**config.mk**
```make
export PLATFORM = sky130hd
export DESIGN_NAME = lnrv_ifu_fetch_flat
export DESIGN_NICKNAME = d
export VERILOG_FILES = /design/src/rtl/lnrv_ifu_fetch_pkg.sv /design/src/rtl/lnrv_ifu_fetch_if.sv /design/src/rtl/lnrv_ifu_fetch.sv /design/src/flat_wrapper.sv
export SDC_FILE = /design/constraint.sdc
export NUM_CORES = 1
export LEC_CHECK = 0
export BUFFER_PORTS_ARGS = -buffer_cell sky130_fd_sc_hd__buf_4
export CAP_MARGIN = 20
export CORE_MARGIN = 2
export CORE_UTILIZATION = 50
export DETAILED_ROUTE_END_ITERATION = 8
export MAX_ROUTING_LAYER = met4
export PLACE_DENSITY = 0.76
export SLEW_MARGIN = 10
export SYNTH_ARGS = -nofsm -noshare
export SYNTH_HDL_FRONTEND = slang
export SYNTH_SLANG_ARGS = --single-unit
```
**constraint.sdc**
```tcl
create_clock -name clk -period 5.4 [get_ports clk]
set_input_delay 0.54 -clock clk [delete_from_list [all_inputs] [get_ports clk]]
set_output_delay 0.54 -clock clk [all_outputs]
set_load 0.1 [all_outputs]
```
**src/rtl/lnrv_ifu_fetch_pkg.sv**
```systemverilog
// Shared constants for the lnrv instruction-fetch front end.
package lnrv_ifu_fetch_pkg;

  localparam int          LP_INSTR_W = 32;
  localparam logic [31:0] LP_PC_INC  = 32'd4;

  function automatic logic pc_aligned(input logic [31:0] pc);
    return (pc[1:0] == 2'b00);
  endfunction

endpackage

```
**src/rtl/lnrv_ifu_fetch_if.sv**
```systemverilog
// Fetch unit bundle: cmd/rsp instruction bus plus the instruction stream towards the IDU.
interface lnrv_ifu_fetch_if;
  import lnrv_ifu_fetch_pkg::*;

  logic                  ifu_cmd_vld;
  logic                  ifu_cmd_rdy;
  logic [31:0]           ifu_cmd_addr;
  logic                  ifu_rsp_vld;
  logic                  ifu_rsp_rdy;
  logic [LP_INSTR_W-1:0] ifu_rsp_data;
  logic                  ifu_rsp_err;
  logic                  ifu_ir_vld;
  logic                  ifu_ir_rdy;
  logic [LP_INSTR_W-1:0] ifu_ir;
  logic [31:0]           ifu_pc;
  logic                  ifu_misalgn;
  logic                  ifu_buserr;

  modport master (
    output ifu_cmd_vld, ifu_cmd_addr, ifu_rsp_rdy,
           ifu_ir_vld, ifu_ir, ifu_pc, ifu_misalgn, ifu_buserr,
    input  ifu_cmd_rdy, ifu_rsp_vld, ifu_rsp_data, ifu_rsp_err, ifu_ir_rdy
  );

  modport slave (
    input  ifu_cmd_vld, ifu_cmd_addr, ifu_rsp_rdy,
           ifu_ir_vld, ifu_ir, ifu_pc, ifu_misalgn, ifu_buserr,
    output ifu_cmd_rdy, ifu_rsp_vld, ifu_rsp_data, ifu_rsp_err, ifu_ir_rdy
  );

endinterface

```
**src/rtl/lnrv_ifu_fetch.sv**
```systemverilog
// Instruction fetch: issues word fetches, tags returned words with their PC, and handles
// halt, flush/redirect (with discard of in-flight responses), misaligned PC and bus errors.
module lnrv_ifu_fetch
  import lnrv_ifu_fetch_pkg::*;
#(
  parameter logic [31:0] P_RESET_PC = 32'h0000_0000,
  parameter int          P_OUTS     = 2
) (
  input  logic        clk,
  input  logic        reset,
  input  logic        pipe_halt_req,
  output logic        pipe_halt_ack,
  input  logic        pipe_flush_req,
  output logic        pipe_flush_ack,
  input  logic [31:0] flush_pc,
  lnrv_ifu_fetch_if.master ifu
);

  localparam int            CW      = $clog2(P_OUTS + 1);
  localparam int            DCW     = CW + 2;
  localparam logic [CW-1:0] LP_OUTS = CW'(P_OUTS);
  localparam int            LP_DMAX = (1 << DCW) - 1;

  logic [31:0]           fetch_pc_q, fetch_pc_d;
  logic [31:0]           rsp_pc_q,   rsp_pc_d;
  logic [CW-1:0]         cnt_q,      cnt_d;
  logic [DCW-1:0]        dcnt_q,     dcnt_d;
  logic                  stop_q,     stop_d;
  logic                  ir_vld_q,   ir_vld_d;
  logic [LP_INSTR_W-1:0] ir_q,       ir_d;
  logic [31:0]           pc_q,       pc_d;
  logic                  misalgn_q,  misalgn_d;
  logic                  buserr_q,   buserr_d;

  logic stage_free, cmd_vld, rsp_rdy, cmd_hs, rsp_hs, rsp_live, rsp_drop, misalgn_ld;
  int   dsum;

  always_comb begin
    stage_free = ~ir_vld_q | ifu.ifu_ir_rdy;
    cmd_vld    = ~reset & ~pipe_flush_req & ~pipe_halt_req & ~stop_q &
                 (cnt_q < LP_OUTS) & pc_aligned(fetch_pc_q);
    rsp_rdy    = ~reset & ((dcnt_q != '0) | stage_free);
    cmd_hs     = cmd_vld & ifu.ifu_cmd_rdy;
    rsp_hs     = ifu.ifu_rsp_vld & rsp_rdy;
    rsp_live   = rsp_hs & (dcnt_q == '0);
    rsp_drop   = rsp_hs & (dcnt_q != '0);
    misalgn_ld = ~pc_aligned(fetch_pc_q) & ~stop_q & (cnt_q == '0) &
                 (dcnt_q == '0) & stage_free;
    dsum       = int'(dcnt_q) + int'(cnt_q) - int'(rsp_hs);

    fetch_pc_d = fetch_pc_q;
    rsp_pc_d   = rsp_pc_q;
    stop_d     = stop_q;
    ir_vld_d   = ir_vld_q;
    ir_d       = ir_q;
    pc_d       = pc_q;
    misalgn_d  = misalgn_q;
    buserr_d   = buserr_q;
    dcnt_d     = rsp_drop ? (dcnt_q - DCW'(1)) : dcnt_q;

    case ({cmd_hs, rsp_live})
      2'b10:   cnt_d = cnt_q + CW'(1);
      2'b01:   cnt_d = cnt_q - CW'(1);
      default: cnt_d = cnt_q;
    endcase

    if (cmd_hs) fetch_pc_d = fetch_pc_q + LP_PC_INC;
    if (ir_vld_q & ifu.ifu_ir_rdy) ir_vld_d = 1'b0;

    if (rsp_live) begin
      ir_vld_d  = 1'b1;
      ir_d      = ifu.ifu_rsp_err ? '0 : ifu.ifu_rsp_data;
      pc_d      = rsp_pc_q;
      misalgn_d = 1'b0;
      buserr_d  = ifu.ifu_rsp_err;
      rsp_pc_d  = rsp_pc_q + LP_PC_INC;
      if (ifu.ifu_rsp_err) stop_d = 1'b1;
    end else if (misalgn_ld) begin
      ir_vld_d  = 1'b1;
      ir_d      = '0;
      pc_d      = fetch_pc_q;
      misalgn_d = 1'b1;
      buserr_d  = 1'b0;
      stop_d    = 1'b1;
    end

    // Redirect: every live request still on the bus moves into the discard window.
    if (pipe_flush_req) begin
      fetch_pc_d = flush_pc;
      rsp_pc_d   = flush_pc;
      stop_d     = 1'b0;
      cnt_d      = '0;
      ir_vld_d   = 1'b0;
      ir_d       = '0;
      pc_d       = '0;
      misalgn_d  = 1'b0;
      buserr_d   = 1'b0;
      if (dsum < 0)            dcnt_d = '0;
      else if (dsum > LP_DMAX) dcnt_d = '1;
      else                     dcnt_d = DCW'(dsum);
    end
  end

  always_ff @(posedge clk or posedge reset) begin
    if (reset) begin
      fetch_pc_q <= P_RESET_PC;
      rsp_pc_q   <= P_RESET_PC;
      cnt_q      <= '0;
      dcnt_q     <= '0;
      stop_q     <= 1'b0;
      ir_vld_q   <= 1'b0;
      ir_q       <= '0;
      pc_q       <= '0;
      misalgn_q  <= 1'b0;
      buserr_q   <= 1'b0;
    end else begin
      fetch_pc_q <= fetch_pc_d;
      rsp_pc_q   <= rsp_pc_d;
      cnt_q      <= cnt_d;
      dcnt_q     <= dcnt_d;
      stop_q     <= stop_d;
      ir_vld_q   <= ir_vld_d;
      ir_q       <= ir_d;
      pc_q       <= pc_d;
      misalgn_q  <= misalgn_d;
      buserr_q   <= buserr_d;
    end
  end

  assign ifu.ifu_cmd_vld  = cmd_vld;
  assign ifu.ifu_cmd_addr = fetch_pc_q;
  assign ifu.ifu_rsp_rdy  = rsp_rdy;
  assign ifu.ifu_ir_vld   = ir_vld_q;
  assign ifu.ifu_ir       = ir_q;
  assign ifu.ifu_pc       = pc_q;
  assign ifu.ifu_misalgn  = misalgn_q;
  assign ifu.ifu_buserr   = buserr_q;

  assign pipe_halt_ack  = ~reset & pipe_halt_req & (cnt_q == '0);
  assign pipe_flush_ack = pipe_flush_req;

endmodule

```
**src/flat_wrapper.sv**
```systemverilog
// flat-port wrapper written by rule: the top's interface ports become plain ports
module lnrv_ifu_fetch_flat import lnrv_ifu_fetch_pkg::*;
#(
  parameter logic [31:0] P_RESET_PC = 32'h0000_0000,
  parameter int          P_OUTS     = 2
)
  (clk, reset, pipe_halt_req, pipe_halt_ack, pipe_flush_req, pipe_flush_ack, flush_pc, ifu_ifu_cmd_vld, ifu_ifu_cmd_addr, ifu_ifu_rsp_rdy, ifu_ifu_ir_vld, ifu_ifu_ir, ifu_ifu_pc, ifu_ifu_misalgn, ifu_ifu_buserr, ifu_ifu_cmd_rdy, ifu_ifu_rsp_vld, ifu_ifu_rsp_data, ifu_ifu_rsp_err, ifu_ifu_ir_rdy);
  lnrv_ifu_fetch_if ifu_i ();
  input  logic clk;
  input  logic reset;
  input  logic pipe_halt_req;
  output logic pipe_halt_ack;
  input  logic pipe_flush_req;
  output logic pipe_flush_ack;
  input  logic [31:0] flush_pc;
  output wire logic [$bits(ifu_i.ifu_cmd_vld)-1:0] ifu_ifu_cmd_vld;
  output wire logic [$bits(ifu_i.ifu_cmd_addr)-1:0] ifu_ifu_cmd_addr;
  output wire logic [$bits(ifu_i.ifu_rsp_rdy)-1:0] ifu_ifu_rsp_rdy;
  output wire logic [$bits(ifu_i.ifu_ir_vld)-1:0] ifu_ifu_ir_vld;
  output wire logic [$bits(ifu_i.ifu_ir)-1:0] ifu_ifu_ir;
  output wire logic [$bits(ifu_i.ifu_pc)-1:0] ifu_ifu_pc;
  output wire logic [$bits(ifu_i.ifu_misalgn)-1:0] ifu_ifu_misalgn;
  output wire logic [$bits(ifu_i.ifu_buserr)-1:0] ifu_ifu_buserr;
  input wire logic [$bits(ifu_i.ifu_cmd_rdy)-1:0] ifu_ifu_cmd_rdy;
  input wire logic [$bits(ifu_i.ifu_rsp_vld)-1:0] ifu_ifu_rsp_vld;
  input wire logic [$bits(ifu_i.ifu_rsp_data)-1:0] ifu_ifu_rsp_data;
  input wire logic [$bits(ifu_i.ifu_rsp_err)-1:0] ifu_ifu_rsp_err;
  input wire logic [$bits(ifu_i.ifu_ir_rdy)-1:0] ifu_ifu_ir_rdy;
  assign ifu_ifu_cmd_vld = ifu_i.ifu_cmd_vld;
  assign ifu_ifu_cmd_addr = ifu_i.ifu_cmd_addr;
  assign ifu_ifu_rsp_rdy = ifu_i.ifu_rsp_rdy;
  assign ifu_ifu_ir_vld = ifu_i.ifu_ir_vld;
  assign ifu_ifu_ir = ifu_i.ifu_ir;
  assign ifu_ifu_pc = ifu_i.ifu_pc;
  assign ifu_ifu_misalgn = ifu_i.ifu_misalgn;
  assign ifu_ifu_buserr = ifu_i.ifu_buserr;
  assign ifu_i.ifu_cmd_rdy = ifu_ifu_cmd_rdy;
  assign ifu_i.ifu_rsp_vld = ifu_ifu_rsp_vld;
  assign ifu_i.ifu_rsp_data = ifu_ifu_rsp_data;
  assign ifu_i.ifu_rsp_err = ifu_ifu_rsp_err;
  assign ifu_i.ifu_ir_rdy = ifu_ifu_ir_rdy;
  lnrv_ifu_fetch #(.P_RESET_PC(P_RESET_PC), .P_OUTS(P_OUTS)) u_core (.clk(clk), .reset(reset), .pipe_halt_req(pipe_halt_req), .pipe_halt_ack(pipe_halt_ack), .pipe_flush_req(pipe_flush_req), .pipe_flush_ack(pipe_flush_ack), .flush_pc(flush_pc), .ifu(ifu_i));
endmodule
```
==> flow_summary_export.csv, run 1 <==
group,metric,value,unit
critical_path,required,5.71,ns
sta,post-route-min-period,3.05,ns
critical_path,crit_family,"adder cells",
floorplanning,die_area,0.0152,sq mm
critical_path,critPathKind,"reg2reg",
grt,track_usage,0.278,
route,drt-vias-per-instance,6.04,
critical_path,path_buf_inv,1,
yosys,synthArstFlopShare,1.00,
pwr,p_leak,4.37,nW
outcome,status,"finished, final reports clean",
floorplanning,start_util,0.512,
route,drc,0,
route,wl_per_cell,19.0,um
sta,final_max_slew_viol_count,0,
final_layout,syn_to_final_growth,28.6,%
yosys,yosysUniqueCellTypes,55,
clock_tree,cts-resized-gates,0,
yosys,synth-seq-cells,138,
placed_design,numPortBuffers,174,
hold_path,min-delay-path-class,"in2async",
route,first_pass_iters,5,
grt,grt_first_pass_wirelength,31.7,mm
yosys,syn-cell-area,0.00711,sq mm
route,wirelength,20.3,mm
final_layout,layout-drive-gt1-share,0.276,
final_layout,instances_no_fill,1068,
critical_path,max_stage_delay,0.41,ns
sta,rsz0062_at_grt,"no",
floorplanning,die_w,123,um
yosys,synthCells,718,
clock_tree,clock-sinks,138,
yosys,synth_nets,799,
clock_tree,cts_tree,"done",
sta,setup_viol,0,
route,ant_nets,0,
clock_tree,clock-root-buffer,"clkbuf_16",
floorplanning,rows,43,
job,max_cap_viol_count,0,
placed_design,hpwlAfterDp,13.9,mm
floorplanning,die_h,123,um
yosys,synth_edf_count,0,
final_layout,finish.utilization,0.659,
critical_path,path_common_cell,"ha_1",
grt,grt_pass1_vias,6059,
yosys,synth_seq_area_share,0.485,
pwr,ir_drop,0.239,mV
floorplanning,coreArea,0.0139,sq mm
final_layout,num-nets-final,957,
clock_tree,insertion_delay,0.43,ns
route,num_vias,6446,
pwr,p_per_area,388,mW/mm^2
floorplanning,pin_count,175,
critical_path,crit_chain,"inv_1, ha_1, nor3b_2, a21oi_1, and2_1, ha_1, ha_1, and3_1, ha_1, nand2b_1, a31oi_1, a21oi_1, o22a_1",
clock_tree,postCtsSetupBuffers,0,
critical_path,crit_arrival,3.36,ns
yosys,yosys.area.top_type,"dfrtp_1",
sta,setup_tns,0,ns
yosys,synth_simple_gate_area_frac,0.181,
placed_design,finalWeightedCongestion,0.907,
yosys,synth_compound_area_frac,0.171,
critical_path,path_depth,13,
final_layout,antenna_cells,0,
sta,max_slew_margin,0.308,
clock_tree,cts_buffers,17,
yosys,synthXorXnorAreaFrac,0.0468,
critical_path,startpoint_type,"flip-flop",
clock_tree,cts_buffer_depth,2,
clock_tree,cts_max_level,4,
clock_tree,cts_hold_buf,0,
final_layout,design_area,0.00915,sq mm
grt,grt_max_degree,67,
clock_tree,clk_pin_slew_worst_paths,0.06,ns
sta,worst_slew_pin_slew,1.03,ns
route,drtIter0Drc,532,
sta,hold_violations,0,
placed_design,dp_cells,1034,
yosys,muxShareOfSynthArea,0.0584,
yosys,synth_top_family_by_area,"simple AND/OR/NAND/NOR gates",
yosys,yosys_warnings,0,
yosys,synthFlopType,"dfrtp_1",
critical_path,cp_slowest_cell,"dfrtp_1",
yosys,synthAdderAreaFrac,0.0169,
critical_path,cp_max_fo,5,
sta,fin_crit_sh,0.564,
sta,fin_worst_skew,0.00727,ns
yosys,yosysTopAreaCellShare,0.485,
placed_design,placed_area,0.00851,sq mm
critical_path,ff2ff_path_depth,13,
critical_path,worst_setup_path_end_kind,"flip-flop",
sta,fmax,328,MHz
grt,grt.overflow.total,0,
yosys,synth.area.top_cells,"dfrtp_1 (49%), a22o_1 (3.9%), mux2i_1 (3.9%)",
grt,antenna_found_initial,0,
sta,timing.hold.ws,0.239,ns
yosys,syn_avg_cell_area,9.91,sq um
[cell usage after synthesis (all sizes together), types with 3 or more instances]
cell type,n
dfrtp,138
nor2,61
nand2,55
o21ai,46
nand3,38
a211oi,33
a22o,32
clkbuf,31
nand4,30
mux2i,28
xor2,23
a21oi,20
inv,20
buf,16
xnor2,15
and3,14
mux2,12
nor3,12
and2,9
ha,8
o211ai,8
a31oi,7
nand2b,7
o311ai,7
a41oi,6
nor4,6
a21o,5
and4,3
nor2b,3
o22a,3
o31ai,3
or3,3
[cells by family after synthesis]
logic type,count (synthesis)
simple gates,250
xor+xnor,38
buf+inv,67
flops,138
mux,40
fa+ha+maj,9
compound gates,176
[final cells by class]
cell class              instances  area (sq um)
clock inverters                14           173
inverters                      20          77.6
well taps                     180           225
clock buffers                  17           425
repair buffers                186          1410
fillers                      1096          4730
multi-input cells             513          3380
flip-flops and latches        138          3450
[layer usage]
metal | vias to the layer above | share of wire | global-route usage
met5 | - | 0 | -
met3 | 43 | 0.083 | 0.0623
li1 | 2944 | - | -
met2 | 314 | 0.48 | 0.446
met1 | 3145 | 0.42 | 0.354
met4 | 0 | 0.017 | 0.0831
[layout by cell type, fill, tap and decap left out, drive strengths merged, types with 3 or more instances in the layout]
cell type / Yosys / routed
and3: 14 / 14
clkbuf: 31 / 17
o31ai: 3 / 3
mux2i: 28 / 28
nor2: 61 / 61
nand2b: 7 / 7
xor2: 23 / 23
mux2: 12 / 12
a41oi: 6 / 6
o311ai: 7 / 7
nand2: 55 / 55
a31oi: 7 / 7
inv: 20 / 22
and4: 3 / 3
buf: 16 / 186
o21ai: 46 / 46
nor4: 6 / 6
and2: 9 / 9
nand4: 30 / 30
clkinv: 0 / 7
nor3: 12 / 12
o22a: 3 / 3
or3: 3 / 3
bufinv: 0 / 3
nor2b: 3 / 3
a21o: 5 / 5
xnor2: 15 / 15
dfrtp: 138 / 138
a211oi: 33 / 33
ha: 8 / 8
a22o: 32 / 32
o211ai: 8 / 8
nand3: 38 / 38
a21oi: 20 / 20
[registers in the layout, summed over array words and instances (netlist names)]
| name | flops |
|---|---|
| u_core.ifu.ifu_misalgn | 1 |
| u_core.stop_q | 1 |
| u_core.ifu.ifu_cmd_addr | 32 |
| u_core.ifu.ifu_ir | 32 |
| u_core.cnt_q | 2 |
| u_core.ifu.ifu_pc | 32 |
| u_core.ifu.ifu_buserr | 1 |
| u_core.ifu.ifu_ir_vld | 1 |
| u_core.rsp_pc_q | 32 |
| u_core.dcnt_q | 4 |
[stage by stage]
stage | worst slack [ns] | power [mW]
2_1_floorplan | 1.16 | 2.10
6_report | 2.35 | 3.55
4_1_cts | 2.39 | 3.56
3_3_place_gp | 2.38 | 2.36
3_5_place_dp | 2.23 | 2.37
5_1_grt | 2.13 | 3.69
[power breakdown]
group | internal (mW) | switching (mW) | leakage (nW)
clock network | 0.725 | 0.462 | 0.289
logic | 0.294 | 0.803 | 2.29
registers | 1.14 | 0.129 | 1.79
[path summary, 6_finish.rpt]
| path | slack, ns | startpoint | to |
|---|---|---|---|
| worst max-delay path | 2.35 | u_core.dcnt_q[1]$_DFFE_PP0P_ | u_core.dcnt_q[0]$_DFFE_PP0P_ |
| worst min-delay path | 0.24 | reset | u_core.ifu.ifu_ir[5]$_DFFE_PP0P_ |
| worst max register to register | 2.35 | u_core.dcnt_q[1]$_DFFE_PP0P_ | u_core.dcnt_q[0]$_DFFE_PP0P_ |
| worst min register to register | 0.51 | u_core.ifu.ifu_ir[21]$_DFFE_PP0P_ | u_core.ifu.ifu_ir[21]$_DFFE_PP0P_ |
| max in group asynchronous | 3.99 | reset | u_core.ifu.ifu_ir[13]$_DFFE_PP0P_ |
| min in group clk | 0.33 | ifu_ifu_rsp_data[30] | u_core.ifu.ifu_ir[30]$_DFFE_PP0P_ |
Note: power is estimated with default switching activity, not from simulation.
==> inputs of run 2 (changes only) <==
--- a/config.mk
+++ b/config.mk
@@ -8,10 +8,10 @@
 export BUFFER_PORTS_ARGS = -buffer_cell sky130_fd_sc_hd__buf_4
 export CAP_MARGIN = 20
 export CORE_MARGIN = 2
-export CORE_UTILIZATION = 50
+export CORE_UTILIZATION = 49
 export DETAILED_ROUTE_END_ITERATION = 8
 export MAX_ROUTING_LAYER = met4
-export PLACE_DENSITY = 0.76
+export PLACE_DENSITY = 0.77
 export SLEW_MARGIN = 10
 export SYNTH_ARGS = -nofsm -noshare
 export SYNTH_HDL_FRONTEND = slang
==> constraint.sdc (replaced) <==
create_clock -name clk -period 2.5 [get_ports clk]
set_input_delay 0.25 -clock clk [delete_from_list [all_inputs] [get_ports clk]]
set_output_delay 0.25 -clock clk [all_outputs]
set_load 0.1 [all_outputs]
==> run 2 against run 1 <==
  * Worst setup slack lost 2.3 ns
  * Critical path depth is the same
  * Wire length is 1.5% higher
  * Sequential cell count is the same
  * Combinational power grew 140%
  * Sequential share of layout area fell by 1.5 points
  * Sequential power increased by 110%
  * Power is 130% higher
  * Global-route usage rose by 0.10 points
  * Maximum frequency grew 23%
  * Non-clock buffer count up 29
  * Clock-buffer cell count up 3
  * Largest power group is now the clock network
==> flow_summary_export.csv, run 2 (synthesis gave the netlist of run 1 again) <==
group,metric,value,unit
route,drt-vias-per-instance,5.93,
sta,max_slew_margin,0.477,
floorplanning,die_w,124,um
placed_design,numPortBuffers,174,
final_layout,multiInputGateArea,0.00349,sq mm
sta,post-route-min-period,2.47,ns
critical_path,critPathKind,"reg2reg",
clock_tree,insertion_delay,0.42,ns
clock_tree,clk_pin_slew_worst_paths,0.06,ns
pwr,p_per_area,844,mW/mm^2
final_layout,nFillCells,1148,
critical_path,cp_slowest_cell,"dfrtp_1",
final_layout,ff_latch_area,0.00347,sq mm
route,drc,0,
critical_path,max_stage_delay,0.38,ns
route,ant_nets,0,
sta,fin_crit_sh,0.987,
pwr,ir_drop,0.526,mV
critical_path,required,2.80,ns
critical_path,startpoint_type,"flip-flop",
pwr,sequentialPowerShare,0.336,
route,wl_per_cell,18.7,um
sta,fin_worst_skew,0.00972,ns
final_layout,finish.utilization,0.665,
critical_path,crit_family,"adder cells",
final_layout,instances_no_fill,1101,
job,max_cap_viol_count,0,
pwr,combPwrFrac,0.322,
clock_tree,clock-root-buffer,"clkbuf_16",
sta,setup_viol,0,
placed_design,hpwlAfterDp,13.7,mm
placed_design,dp_cells,1067,
pwr,switching_share,0.378,
critical_path,path_common_cell,"ha_4",
grt,track_usage,0.279,
pwr,p_clk_frac,0.343,
critical_path,cp_max_fo,3,
final_layout,antenna_cells,0,
critical_path,worst_setup_path_end_kind,"flip-flop",
pwr,p_int,5.01,mW
route,num_vias,6530,
clock_tree,cts_buffer_depth,2,
sta,setup_tns,0,ns
route,first_pass_iters,5,
sta,worst_slew_pin_slew,0.784,ns
floorplanning,die_area,0.0155,sq mm
floorplanning,start_util,0.495,
sta,rsz0062_at_grt,"yes",
final_layout,design_area,0.00955,sq mm
placed_design,placed_area,0.00886,sq mm
grt,grt_max_degree,137,
floorplanning,rows,44,
critical_path,path_buf_inv,1,
route,drtIter0Drc,608,
clock_tree,cts_tree,"done",
clock_tree,clock-sinks,138,
clock_tree,cts_max_level,4,
floorplanning,pin_count,175,
sta,hold_violations,0,
floorplanning,die_h,124,um
final_layout,layout_commonest_cell,"buf_4",
grt,grt_first_pass_wirelength,34.0,mm
pwr,p_sw,3.05,mW
critical_path,crit_chain,"inv_1, ha_2, nor3b_4, a21oi_4, and2_4, ha_4, ha_4, and3_4, ha_4, nand2b_4, a31oi_4, a21oi_1, o22a_1",
sta,final_max_slew_viol_count,0,
final_layout,syn_to_final_growth,34.3,%
final_layout,num-nets-final,986,
final_layout,final_cell_mix,"buf_4 (212), dfrtp_1 (128), nor2_1 (60)",
route,wirelength,20.6,mm
grt,antenna_found_initial,0,
critical_path,crit_arrival,2.77,ns
pwr,p_leak,4.54,nW
grt,grt.overflow.total,0,
clock_tree,cts_buffers,17,
sta,fmax,405,MHz
placed_design,finalWeightedCongestion,0.911,
floorplanning,coreArea,0.0144,sq mm
outcome,status,"finished, final reports clean",
grt,grt_pass1_vias,6449,
hold_path,min-delay-path-class,"in2reg",
final_layout,layout-drive-gt1-share,0.321,
run 2: changes by cell type in the layout (fill, tap and decap cells not counted), moves of 3 or more:
cell,previous run,this run
ha_1,8,4
buf_4,184,212
ha_4,0,3
dfrtp_1,138,128
dfrtp_2,0,10
run 2: final timing paths:
kind | endpoint | cells past startpoint | slack [ns] | startpoint
setup / recovery | u_core.dcnt_q[1]$_DFFE_PP0P_ | 13 | 0.03 | u_core.dcnt_q[1]$_DFFE_PP0P_
hold / removal | u_core.ifu.ifu_ir[5]$_DFFE_PP0P_ | 2 | 0.04 | ifu_ifu_rsp_data[5]
setup reg to reg | u_core.dcnt_q[1]$_DFFE_PP0P_ | 13 | 0.03 | u_core.dcnt_q[1]$_DFFE_PP0P_
hold reg to reg | u_core.ifu.ifu_ir[11]$_DFFE_PP0P_ | 1 | 0.51 | u_core.ifu.ifu_ir[11]$_DFFE_PP0P_
max in group asynchronous | u_core.ifu.ifu_cmd_addr[7]$_DFFE_PP0N_ | 4 | 1.19 | reset
min in group asynchronous | u_core.ifu.ifu_ir_vld$_DFFE_PP0P_ | 3 | 0.32 | reset
run 2: layer usage:
metal,vias up,track usage,share of wire
met5,-,-,0
met2,341,0.434,0.48
met4,0,0.0760,0.014
met3,27,0.0649,0.073
met1,3160,0.371,0.43
li1,3002,-,-
run 2: cell type report:
type,instances,area share
Multi-Input combinational cell,513,0.366
Sequential cell,138,0.363
Timing Repair Buffer,215,0.172
Clock buffer,20,0.0468
Tap cell,184,0.0241
Clock inverter,11,0.0204
Inverter,20,0.00825
run 2: what timing repair did:
action | in CTS | in global routing
endpoints found under the setup margin | 4 | 4
hold buffers | 1 | 0
buffers inserted | 1 | 1
gates resized for setup | 1 | 4
pin swaps | 1 | 1
hold endpoints to repair | 2 | 0
run 2: power by group through the flow:
stage	logic [mW]	clock network, mW	registers (mW)
after floorplan	0.859	0	3.74
after global placement	2.52	0	2.73
after detailed placement	2.54	0	2.74
after CTS	2.56	2.78	2.70
after global routing	2.73	2.88	2.74
final	2.59	2.76	2.71
run 2: metrics by stage:
stage / hold WS (ns) / setup slack (ns) / power (mW)
floorplan: 0.381 / -0.400 / 4.60
global placement: 0.185 / 0.0385 / 5.25
detailed placement: 0.183 / -0.0257 / 5.27
CTS: 0.0351 / 0.00416 / 8.04
global route: 0.0324 / -0.0506 / 8.35
finish: 0.0437 / 0.0315 / 8.06
